<file path="src/rtl/aes_word_loader.sv">
// aes_word_loader: wraps an AES core. Collects 32-bit plaintext and key words
// into 128-bit operands, runs the core with a bounded wait, then returns the
// 128-bit result as four 32-bit words, most significant word first. The key
// stays loaded across blocks, so only new plaintext is needed per block.
module aes_word_loader #(
  parameter int TIMEOUT_CYC = 255
) (
  input  logic         AES_clk,
  input  logic         AES_rst_n,
  input  logic         in_valid,
  output logic         in_ready,
  input  logic         in_sel,
  input  logic [31:0]  in_data,
  output logic         AES_en,
  output logic [127:0] AES_data_in,
  output logic [127:0] AES_key_in,
  input  logic         AES_data_out_valid,
  input  logic [127:0] AES_data_out,
  output logic         out_valid,
  input  logic         out_ready,
  output logic [31:0]  out_data,
  output logic         out_last,
  output logic         busy,
  output logic         timeout_err,
  input  logic         err_clr
);

  typedef enum logic [1:0] {ST_LOAD, ST_RUN, ST_DRAIN} state_t;

  localparam logic [15:0] LP_LAST_CYC = 16'(TIMEOUT_CYC - 1);

  state_t         r_state;
  state_t         w_next;
  logic [2:0]     r_data_cnt;
  logic [1:0]     r_key_cnt;
  logic           r_key_loaded;
  logic [15:0]    r_cyc_cnt;
  logic [1:0]     r_idx;
  logic [127:0]   r_data_in;
  logic [127:0]   r_key_in;
  logic [127:0]   r_result;
  logic           r_timeout_err;

  logic           w_in_ready;
  logic           w_data_acc;
  logic           w_key_acc;
  logic           w_launch;
  logic           w_done;
  logic           w_tmo;
  logic           w_out_hs;
  logic           w_drain_end;
  logic [1:0]     w_didx;

  // A fifth plaintext word is refused until the current block has drained;
  // key words are always welcome while loading.
  assign w_in_ready  = (r_state == ST_LOAD) & ~(~in_sel & (r_data_cnt == 3'd4));
  assign w_data_acc  = in_valid & w_in_ready & ~in_sel;
  assign w_key_acc   = in_valid & w_in_ready & in_sel;
  // Launch waits for a complete, stable key; a key word arriving on the same
  // edge would otherwise change the key underneath the running core.
  assign w_launch    = (r_state == ST_LOAD) & (r_data_cnt == 3'd4) & r_key_loaded & ~w_key_acc;
  assign w_done      = (r_state == ST_RUN) & AES_data_out_valid;
  assign w_tmo       = (r_state == ST_RUN) & ~AES_data_out_valid & (r_cyc_cnt == LP_LAST_CYC);
  assign w_out_hs    = (r_state == ST_DRAIN) & out_ready;
  assign w_drain_end = w_out_hs & (r_idx == 2'd3);
  assign w_didx      = r_data_cnt[1:0];

  assign in_ready    = w_in_ready;
  assign AES_en      = (r_state == ST_RUN);
  assign out_valid   = (r_state == ST_DRAIN);
  assign out_last    = (r_state == ST_DRAIN) & (r_idx == 2'd3);
  assign out_data    = (r_state == ST_DRAIN) ? r_result[{~r_idx, 5'd0} +: 32] : 32'd0;
  assign busy        = (r_state != ST_LOAD);
  assign AES_data_in = r_data_in;
  assign AES_key_in  = r_key_in;
  assign timeout_err = r_timeout_err;

  // State register; reset returns to loading with everything idle.
  always_ff @(posedge AES_clk or negedge AES_rst_n) begin
    if (!AES_rst_n) r_state <= ST_LOAD;
    else            r_state <= w_next;
  end

  // Next-state logic: a valid result beats a timeout on the same edge.
  always_comb begin
    w_next = r_state;
    case (r_state)
      ST_LOAD:  if (w_launch) w_next = ST_RUN;
      ST_RUN: begin
        if (w_done)     w_next = ST_DRAIN;
        else if (w_tmo) w_next = ST_LOAD;
      end
      ST_DRAIN: if (w_drain_end) w_next = ST_LOAD;
      default:  w_next = ST_LOAD;
    endcase
  end

  // Operand assembly: words land MSW first; data count saturates at four.
  always_ff @(posedge AES_clk or negedge AES_rst_n) begin
    if (!AES_rst_n) begin
      r_data_cnt   <= 3'd0;
      r_key_cnt    <= 2'd0;
      r_key_loaded <= 1'b0;
      r_data_in    <= 128'd0;
      r_key_in     <= 128'd0;
    end else begin
      if (w_data_acc) begin
        r_data_in[{~w_didx, 5'd0} +: 32] <= in_data;
        r_data_cnt                       <= r_data_cnt + 3'd1;
      end else if (w_tmo || w_drain_end) begin
        r_data_cnt <= 3'd0;
      end
      if (w_key_acc) begin
        r_key_in[{~r_key_cnt, 5'd0} +: 32] <= in_data;
        r_key_cnt                          <= r_key_cnt + 2'd1;
        if (r_key_cnt == 2'd0) r_key_loaded <= 1'b0;
        if (r_key_cnt == 2'd3) r_key_loaded <= 1'b1;
      end
    end
  end

  // Run-phase cycle counter, cleared whenever the core is not running.
  always_ff @(posedge AES_clk or negedge AES_rst_n) begin
    if (!AES_rst_n)               r_cyc_cnt <= 16'd0;
    else if (r_state != ST_RUN)   r_cyc_cnt <= 16'd0;
    else                          r_cyc_cnt <= r_cyc_cnt + 16'd1;
  end

  // Result capture and output word index for the drain phase.
  always_ff @(posedge AES_clk or negedge AES_rst_n) begin
    if (!AES_rst_n) begin
      r_result <= 128'd0;
      r_idx    <= 2'd0;
    end else if (w_done) begin
      r_result <= AES_data_out;
      r_idx    <= 2'd0;
    end else if (w_out_hs) begin
      r_idx <= r_idx + 2'd1;
    end
  end

  // Sticky timeout flag; a new timeout outranks a clear on the same edge.
  always_ff @(posedge AES_clk or negedge AES_rst_n) begin
    if (!AES_rst_n)   r_timeout_err <= 1'b0;
    else if (w_tmo)   r_timeout_err <= 1'b1;
    else if (err_clr) r_timeout_err <= 1'b0;
  end

endmodule

</file>
<file path="config.mk">
export PLATFORM = sky130hd
export DESIGN_NAME = aes_word_loader
export DESIGN_NICKNAME = d
export VERILOG_FILES = /design/src/rtl/aes_word_loader.sv
export SDC_FILE = /design/constraint.sdc
export NUM_CORES = 1
export LEC_CHECK = 0
export ABC_AREA = 1
export CAP_MARGIN = 40
export CELL_PAD_IN_SITES_DETAIL_PLACEMENT = 0
export CELL_PAD_IN_SITES_GLOBAL_PLACEMENT = 2
export CORE_MARGIN = 2
export CORE_UTILIZATION = 31
export DETAILED_ROUTE_END_ITERATION = 7
export PLACE_DENSITY = 0.85
export SETUP_SLACK_MARGIN = 0.1
export SYNTH_ARGS = -nofsm -noshare
export SYNTH_HDL_FRONTEND = slang
export SYNTH_SLANG_ARGS = --single-unit
</file>
<file path="constraint.sdc">
create_clock -name AES_clk -period 4.6 [get_ports AES_clk]
set_clock_uncertainty 0.2 [all_clocks]
set_input_delay 0.46 -clock AES_clk [delete_from_list [all_inputs] [get_ports AES_clk]]
set_output_delay 0.46 -clock AES_clk [all_outputs]
set_load 0.05 [all_outputs]
</file>
==> After elaboration in Yosys (flattened, before gate mapping) <==
Index checks and enable logic that the tools add are counted.
{ "word_totals": {"ff_bits": 411, "in_bits": 167, "word_cells": 79} }
{ "op_classes": {"add_sub_neg": 6, "n_eq_ne": 10, "shifts": 5, "mux": 17, "bitwise_logic": 21, "n_reduce_logical": 10} }
{ "ops": {"columns": ["cell", "n"], "rows": [
  ["$bwmux W128", 2],
  ["$shift A32 B9 Y128 const A", 2],
  ["$shiftx A32 B9 Y128", 2],
  ["$shiftx A128 B8 Y32", 1],
  ["$mux W32", 1],
  ["$neg A7 Y9", 2],
  ["$add A16 B1 Y16 const B", 1],
  ["$eq A16 B8 Y1 const B", 1],
  ["$mux W16", 1],
  ["$and A1 B1 Y1", 14],
  ["$mux W2", 6],
  ["$reduce_bool A2 Y1", 5],
  ["$eq A2 B2 Y1 const B", 3],
  ["$mux W3", 2],
  ["$not A2 Y2", 3],
  ["$pmux W2 S3", 1],
  ["$add A2 B1 Y2 const B", 2],
  ["$logic_not A2 Y1", 2],
  ["$mux W1", 4],
  ["$ne A2 B1 Y1 const B", 2],
  ["$not A1 Y1", 4],
  ["$add A3 B1 Y3 const B", 1],
  ["$eq A3 B3 Y1 const B", 1],
  ["$ne A3 B1 Y1 const B", 1],
  ["5 further kinds", 5]
]} }

==> Longest topological paths before layout <==
Gate-level depths: netlist of the first run.
{ "logic_depth": {"ltp_word": 10, "mapped_depth": 10, "ltp_nobuf": 8} }

==> Worst setup path before layout of the first run <==
OpenSTA, ideal clock, no wires.
{ "synth_timing": {"path_type": "reg-to-output", "from": "register r_idx[0]", "to": "output port out_data[0]", "arrival_ns": 1.877, "slack_ns": 2.063, "path_stages_with_launch": 6, "n_path_buf": 2, "path_cell_list": "dfrtp_1 -> inv_1 -> clkbuf_1 -> clkbuf_1 -> o21ai_0 -> a21oi_1"} }
{ "synth_via": {"elab_chain_cells": 3} }
{ "synth_rtl": {"columns": ["item", "line", "text"], "rows": [
  ["start: declaration", "38", "logic [1:0] r_idx;"],
  ["start signal: assignment", "138", "r_idx <= r_idx + 2'd1;"],
  ["$not A2 Y2", "72", "assign out_data = (r_state == ST_DRAIN) ? r_result[{~r_idx, 5'd0} +: 32] : 32'd0;"],
  ["$shiftx A128 B8 Y32", "72", null],
  ["$mux W32", "72", null],
  ["end: declaration", "21", "output logic [31:0] out_data,"]
]} }
Every way passes these cells.

==> Final worst setup path of the first run <==
{ "layout_timing": {"from": "register r_idx[0]", "to": "output port out_data[9]"} }
Same word-level chain as after synthesis.

==> results of run 1 <==
==> worst paths after layout <==
kind,endpoint,slack [ns],from
setup / recovery,out_data[9],0.65,r_idx[0]
hold / removal,r_result[26],0.21,AES_data_out[26]
setup reg to reg,AES_data_in[110],1.54,r_data_cnt[1]
hold reg to reg,r_result[127],0.27,r_result[127]
max in group asynchronous,r_result[123],2.67,AES_rst_n
min in group asynchronous,AES_data_in[13],0.38,AES_rst_n
==> routing by layer <==
metal | vias to the layer above | wire length (µm) | GRT usage, %
li1 | 7833 | - | -
met1 | 8041 | 31000 | 31.5
met2 | 538 | 31200 | 34.4
met3 | 101 | 4390 | 5.04
met4 | 4 | 2170 | 7.34
met5 | - | 23 | 0
==> worst register-to-register path, stage by stage, from the launching register on <==
cell and delay [ns]:
dfrtp_1 0.42, inv_1 0.09, ha_1 0.21, nand2_1 0.19, nand4_4 0.49, buf_4 0.47, nor2_2 0.35, buf_4 0.36
nand3_1 0.14, nand2_1 0.08
==> logic make-up after synthesis <==
logic type / count (synthesis) / synth area share [%]
XOR/XNOR: 4 / 0.195
adder cells (fa/ha/maj): 13 / 0.905
AO/OA/AOI/OAI: 500 / 14.0
buffers and inverters: 288 / 6.37
flip-flops: 411 / 57.2
AND/OR/NAND/NOR: 951 / 21.4
==> state kept, by name (all words and copies together) (netlist names) <==
signal,cells
r_cyc_cnt,16
AES_key_in,128
timeout_err,1
r_result,128
AES_data_in,128
r_idx,2
r_key_loaded,1
r_data_cnt,3
r_state,2
r_key_cnt,2
==> Yosys cell counts (3+ instances only) <==
cell type  count  area, µm²
nand2_1      592       2220
dfrtp_1      411      10300
o21ai_0      318       1590
nand3_1      173        866
nor2_1       172        646
a21oi_1      165        826
inv_1        136        510
clkbuf_1      95        357
buf_2         52        260
ha_1          13        163
o21ai_1       13       65.1
nor3_1         5       25.0
xor2_1         4       35.0
buf_1          3       11.3
nor2_2         3       18.8
==> cell type report <==
| class | instances | area, µm² |
|---|---|---|
| diodes | 4 | 10.0 |
| clock buffers | 77 | 1440 |
| clock inverters | 12 | 186 |
| fillers | 5792 | 32400 |
| inverters | 138 | 520 |
| multi-input cells | 1468 | 6610 |
| flip-flops and latches | 411 | 10300 |
| well taps | 765 | 957 |
| repair buffers | 508 | 5090 |
==> metrics by stage <==
stage | cells | cell area [µm²] | total power (W) | setup WS, ns
6_report | 3383 | 25100 | 0.0200 | 0.648
5_1_grt | 3383 | 25100 | 0.0211 | 0.405
4_1_cts | 3379 | 25100 | 0.0201 | 0.621
3_5_place_dp | 3289 | 23500 | 0.0161 | 1.26
3_3_place_gp | 3283 | 23300 | 0.0158 | 1.27
2_1_floorplan | 2167 | 18000 | 0.0121 | 2.06
==> power breakdown <==
group	internal, W	total [W]	leakage, nW	switching [W]
sequential	0.00502	0.00583	5.28	0.000810
clock	0.00238	0.00397	0.798	0.00159
combinational	0.00301	0.0102	5.65	0.00719
==> metrics.md, run 1 <==
| Metric | Value |
|---|---|
| WP buf/inv | 3 |
| Num CTS Buffers | approximately 50 |
| Vias per cell | 4.88 |
| Gr usage total | approximately 22% |
| First-pass GRT wire length | 103000 µm |
| Die height | roughly 240 µm |
| R2R depth | 9 |
| Final Setup Violations | 0 |
| Worst Path Required | 3.94 ns |
| WL final | roughly 69000 µm |
| Cells after synthesis | between 2k and 2.5k |
| Synthesis warning total | 0 |
| Pre-antenna DRT Iters | 5 |
| CORE AREA | 57500 µm² |
| Pwr per Cell Area | between 700 and 800 nW/µm² |
| Fmax | 253 MHz |
| Top FF cell, synth | dfrtp_1 |
| Worst EP arrival | ~3.3 ns |
| DP HPWL | between 40000 and 50000 µm |
| Clk sinks | between 400 and 500 |
| EDFF count, synth | 0 |
| Total grt overflow | 0 |
| Unique masters post-synth | 24 |
| Gp weighted congestion | ~0.86 |
| Pin count of the biggest net entering global routing | between 100 and 150 |
| Hold slack | between 0.2 and 0.25 ns |
| Die Area | ~60000 µm² |
| Clk Latency, worst-skew pair | between 0.5 and 0.6 ns |
| Number of routed nets with antenna violations | 0 |
| Peak supply drop | between 0.4 and 0.5 mV |
| Cell row count | slightly below 90 |
| Most frequent cells in the layout | 591 x nand2_1, 459 x clkdlybuf4s50_1, 410 x dfrtp_1 |
| Nets | 2756 |
| Final Critical Period | between 3 and 4 ns |
| Fraction of registers with async set/reset | 100% |
| Fin crit share | 85.9% |
| Setup TNS | 0 ns |
| Syn Area/Cell | 8.30 µm² |
| # hold bufs at CTS | 1 |
| Outcome | complete, no violations |
| Port-buffer cells | 460 |
| Unrepaired setup endpoints after global routing | no |
| Initial Util | 31.3% |
| Post-CTS Setup Inserts | 0 |
| CP Max Fanout | 23 |
| Hold Path Stages | 3 |
| Ratio of cells with drive above 1 in the final layout | under 10% |
| Final slew viol count | 0 |
| Max-slew headroom | between 30% and 40% |
| CTS-repair resized insts | 0 |
| Flops & latches, synth | around 410 |
| Number of cells on the critical path | 6 |
| Sequential fraction of the synthesis area | a little under three fifths |
| CTS tree | yes |
| Actual slew at the worst max-slew pin | between 0.9 and 1 ns |
| Vias in the first global route | 16.1k |
| Clock buffer depth | 3 |
| Via Count | approximately 17k |
| H-tree depth | 2 |
| Syn nets | 2347 |
| Largest stage delay on the critical path | ~0.85 ns |
| Area growth syn-to-layout | 39.6% |
| Post-synth design cell area | between 15000 and 20000 µm² |
| CP Launch Type | flip-flop |
| Commonest non-fill, non-tap cell in the layout | nand2_1 |
| Slowest library cell on the worst path | clkdlybuf4s50_1 |
| Final hold violation count | 0 |
| Cell leakage power | ~12 nW |
| Hold/Removal Path Class | in -> reg |
| MaxCap Viol Count | 0 |
| Crit-path most repeated cell | a21oi_1 |
| Drt wl/cell | about 20 µm |
| Nature of the critical path endpoint | output port |
| Initial antenna violation count | 6 |
| Critical path cell sequence | clkinv_1 > buf_4 > a21oi_1 > o21ai_0 > a21oi_1 > clkdlybuf4s50_1 |
| Post-route DRC | 0 |
| CP Class | reg -> out |
| Layout Utilization | roughly 44% |
| I/O pins | approximately 460 |
| DRT iter0 DRCs | 1276 |
| Die Width | 245 µm |
| CP top delay family | buffers and inverters |
| Root Buffer | clkbuf_16 |
| Clock slew at reported path FFs | about 0.060 ns |
Note: power is estimated with default switching activity, not from simulation.
==> run 2: changes to the inputs <==
- PLACE_DENSITY: 0.85 -> 0.95
==> run 2 against run 1 <==
Net effect:
- sequential power is essentially flat
- first-iteration DRC count grew 18%
- global-route usage shrank 0.76 points
- largest power group unchanged
- power shrank 1.3%
==> metrics.md, run 2 (synthesis gave the netlist of run 1 again) <==
| Metric | Value |
|---|---|
| Commonest non-fill, non-tap cell in the layout | nand2_1 |
| Die Width | roughly 240 µm |
| Cell row count | ~90 |
| Pre-antenna DRT Iters | 5 |
| Die height | roughly 240 µm |
| CP Launch Type | flip-flop |
| Area growth syn-to-layout | 39.3% |
| Pin count of the biggest net entering global routing | 123 |
| Vias per cell | just under 5 |
| Final Setup Violations | 0 |
| Critical path cell sequence | inv_1 > buf_4 > a21oi_1 > o21ai_0 > a21oi_1 > clkdlybuf4s50_1 |
| Slowest library cell on the worst path | clkdlybuf4s50_1 |
| Final Critical Period | approximately 3.8 ns |
| WL final | 66500 µm |
| Max-slew headroom | between 30% and 40% |
| Worst EP arrival | between 3 and 4 ns |
| Clock buffer depth | 3 |
| Cell leakage power | 11.7 nW |
| DRT iter0 DRCs | 1511 |
| Gp weighted congestion | about 0.86 |
| Die Area | between 50000 and 60000 µm² |
| Met2 wire length | roughly 31000 µm |
| First-pass GRT wire length | 101000 µm |
| CP Max Fanout | 42 |
| Hold/Removal Path Class | in -> reg |
| Post-route DRC | 0 |
| Unrepaired setup endpoints after global routing | no |
| Total grt overflow | 0 |
| Gr usage total | between 20% and 30% |
| Most frequent cells in the layout | 591 x nand2_1, 459 x clkdlybuf4s50_1, 410 x dfrtp_1 |
| CORE AREA | 57500 µm² |
| Outcome | complete, no violations |
| Setup TNS | 0 ns |
| CP Class | reg -> out |
| Final slew viol count | 0 |
| Clk sinks | just over 400 |
| Max Used Layer | met4 |
| Fmax | 265 MHz |
| Pwr per Cell Area | around 790 nW/µm² |
| Largest stage delay on the critical path | about 0.84 ns |
| CTS-repair resized insts | 0 |
| Initial Util | between 30% and 40% |
| Nets | 2749 |
| Clk Latency, worst-skew pair | ~0.57 ns |
| Port-buffer cells | 460 |
| Worst Path Required | between 3 and 4 ns |
| Placed Cells | approximately 3.3k |
| DP HPWL | approximately 47000 µm |
| Number of routed nets with antenna violations | 0 |
| Drt wl/cell | slightly below 20 µm |
| Root Buffer | clkbuf_16 |
| Actual slew at the worst max-slew pin | around 0.99 ns |
| Ratio of cells with drive above 1 in the final layout | 5.38% |
| I/O pins | about 460 |
| Clock slew at reported path FFs | about 0.060 ns |
| Layout Cells excl Fill | around 3.4k |
| Nature of the critical path endpoint | output port |
| H-tree depth | 2 |
| Via Count | about 16k |
| Worst R2R Setup Slack | between 1 and 1.5 ns |
| Vias in the first global route | between 15k and 20k |
| Final hold violation count | 0 |
| Post-CTS Setup Inserts | 0 |
| Num CTS Buffers | 48 |
| MaxCap Viol Count | 0 |
| Initial antenna violation count | 3 |
| CTS tree | yes |
| Fin crit share | 82.0% |
| M1 WL | about 29000 µm |
| Crit-path most repeated cell | a21oi_1 |
| Detail Route met3 WL | 4130 µm |
| Peak supply drop | around 0.50 mV |
[run 2: layout make-up]
cell class | instances | area, µm²
Timing Repair Buffer | 502 | 5090
Multi-Input combinational cell | 1468 | 6610
Tap cell | 765 | 957
Inverter | 138 | 520
Fill cell | 5771 | 32400
Antenna cell | 5 | 12.5
Clock inverter | 17 | 146
Sequential cell | 411 | 10300
Clock buffer | 68 | 1420
[run 2: final timing paths]
path,startpoint,to,depth (start not counted)
max,r_idx[0],out_data[31],6
min,AES_data_out[116],r_result[116],3
max reg2reg,r_data_cnt[0],AES_data_in[101],10
min reg2reg,r_result[123],r_result[123],2
max in group asynchronous,AES_rst_n,AES_key_in[84],3
min in group asynchronous,AES_rst_n,AES_key_in[104],2
[run 2: layer usage]
metal,vias to the layer above,global-route usage (%)
li1,7803,-
met1,7944,29.7
met2,569,33.7
met3,117,4.46
met4,0,8.75
met5,-,0
[run 2: repair_timing]
action | CTS | global route
hold buffers | 1 | 0
endpoints found under the hold margin | 118 | 0
setup endpoints to repair | 0 | 0
[run 2: critical path: cells and delay by family (launching register included)]
family | cells | cell delay (ns)
DFF | 1 | 0.77
buffers and inverters | 3 | 1.27
AOI/OAI and AO/OA | 3 | 0.49
[run 2: where the power goes]
group | internal, W | total, W | switching [W]
logic | 0.00299 | 0.0101 | 0.00709
clock network | 0.00225 | 0.00381 | 0.00156
registers | 0.00502 | 0.00584 | 0.000827
[run 2: stage by stage]
step	power [W]	utilization (%)	worst slack (ns)	hold slack (ns)	instance area, µm²
2_1_floorplan	0.0121	-	2.06	-0.0356	18000
3_3_place_gp	0.0157	40.5	1.07	0.244	23300
3_5_place_dp	0.0160	40.8	1.40	0.260	23500
4_1_cts	0.0199	43.6	0.774	0.186	25000
5_1_grt	0.0208	43.6	0.634	0.198	25000
6_report	0.0197	43.6	0.830	0.218	25000
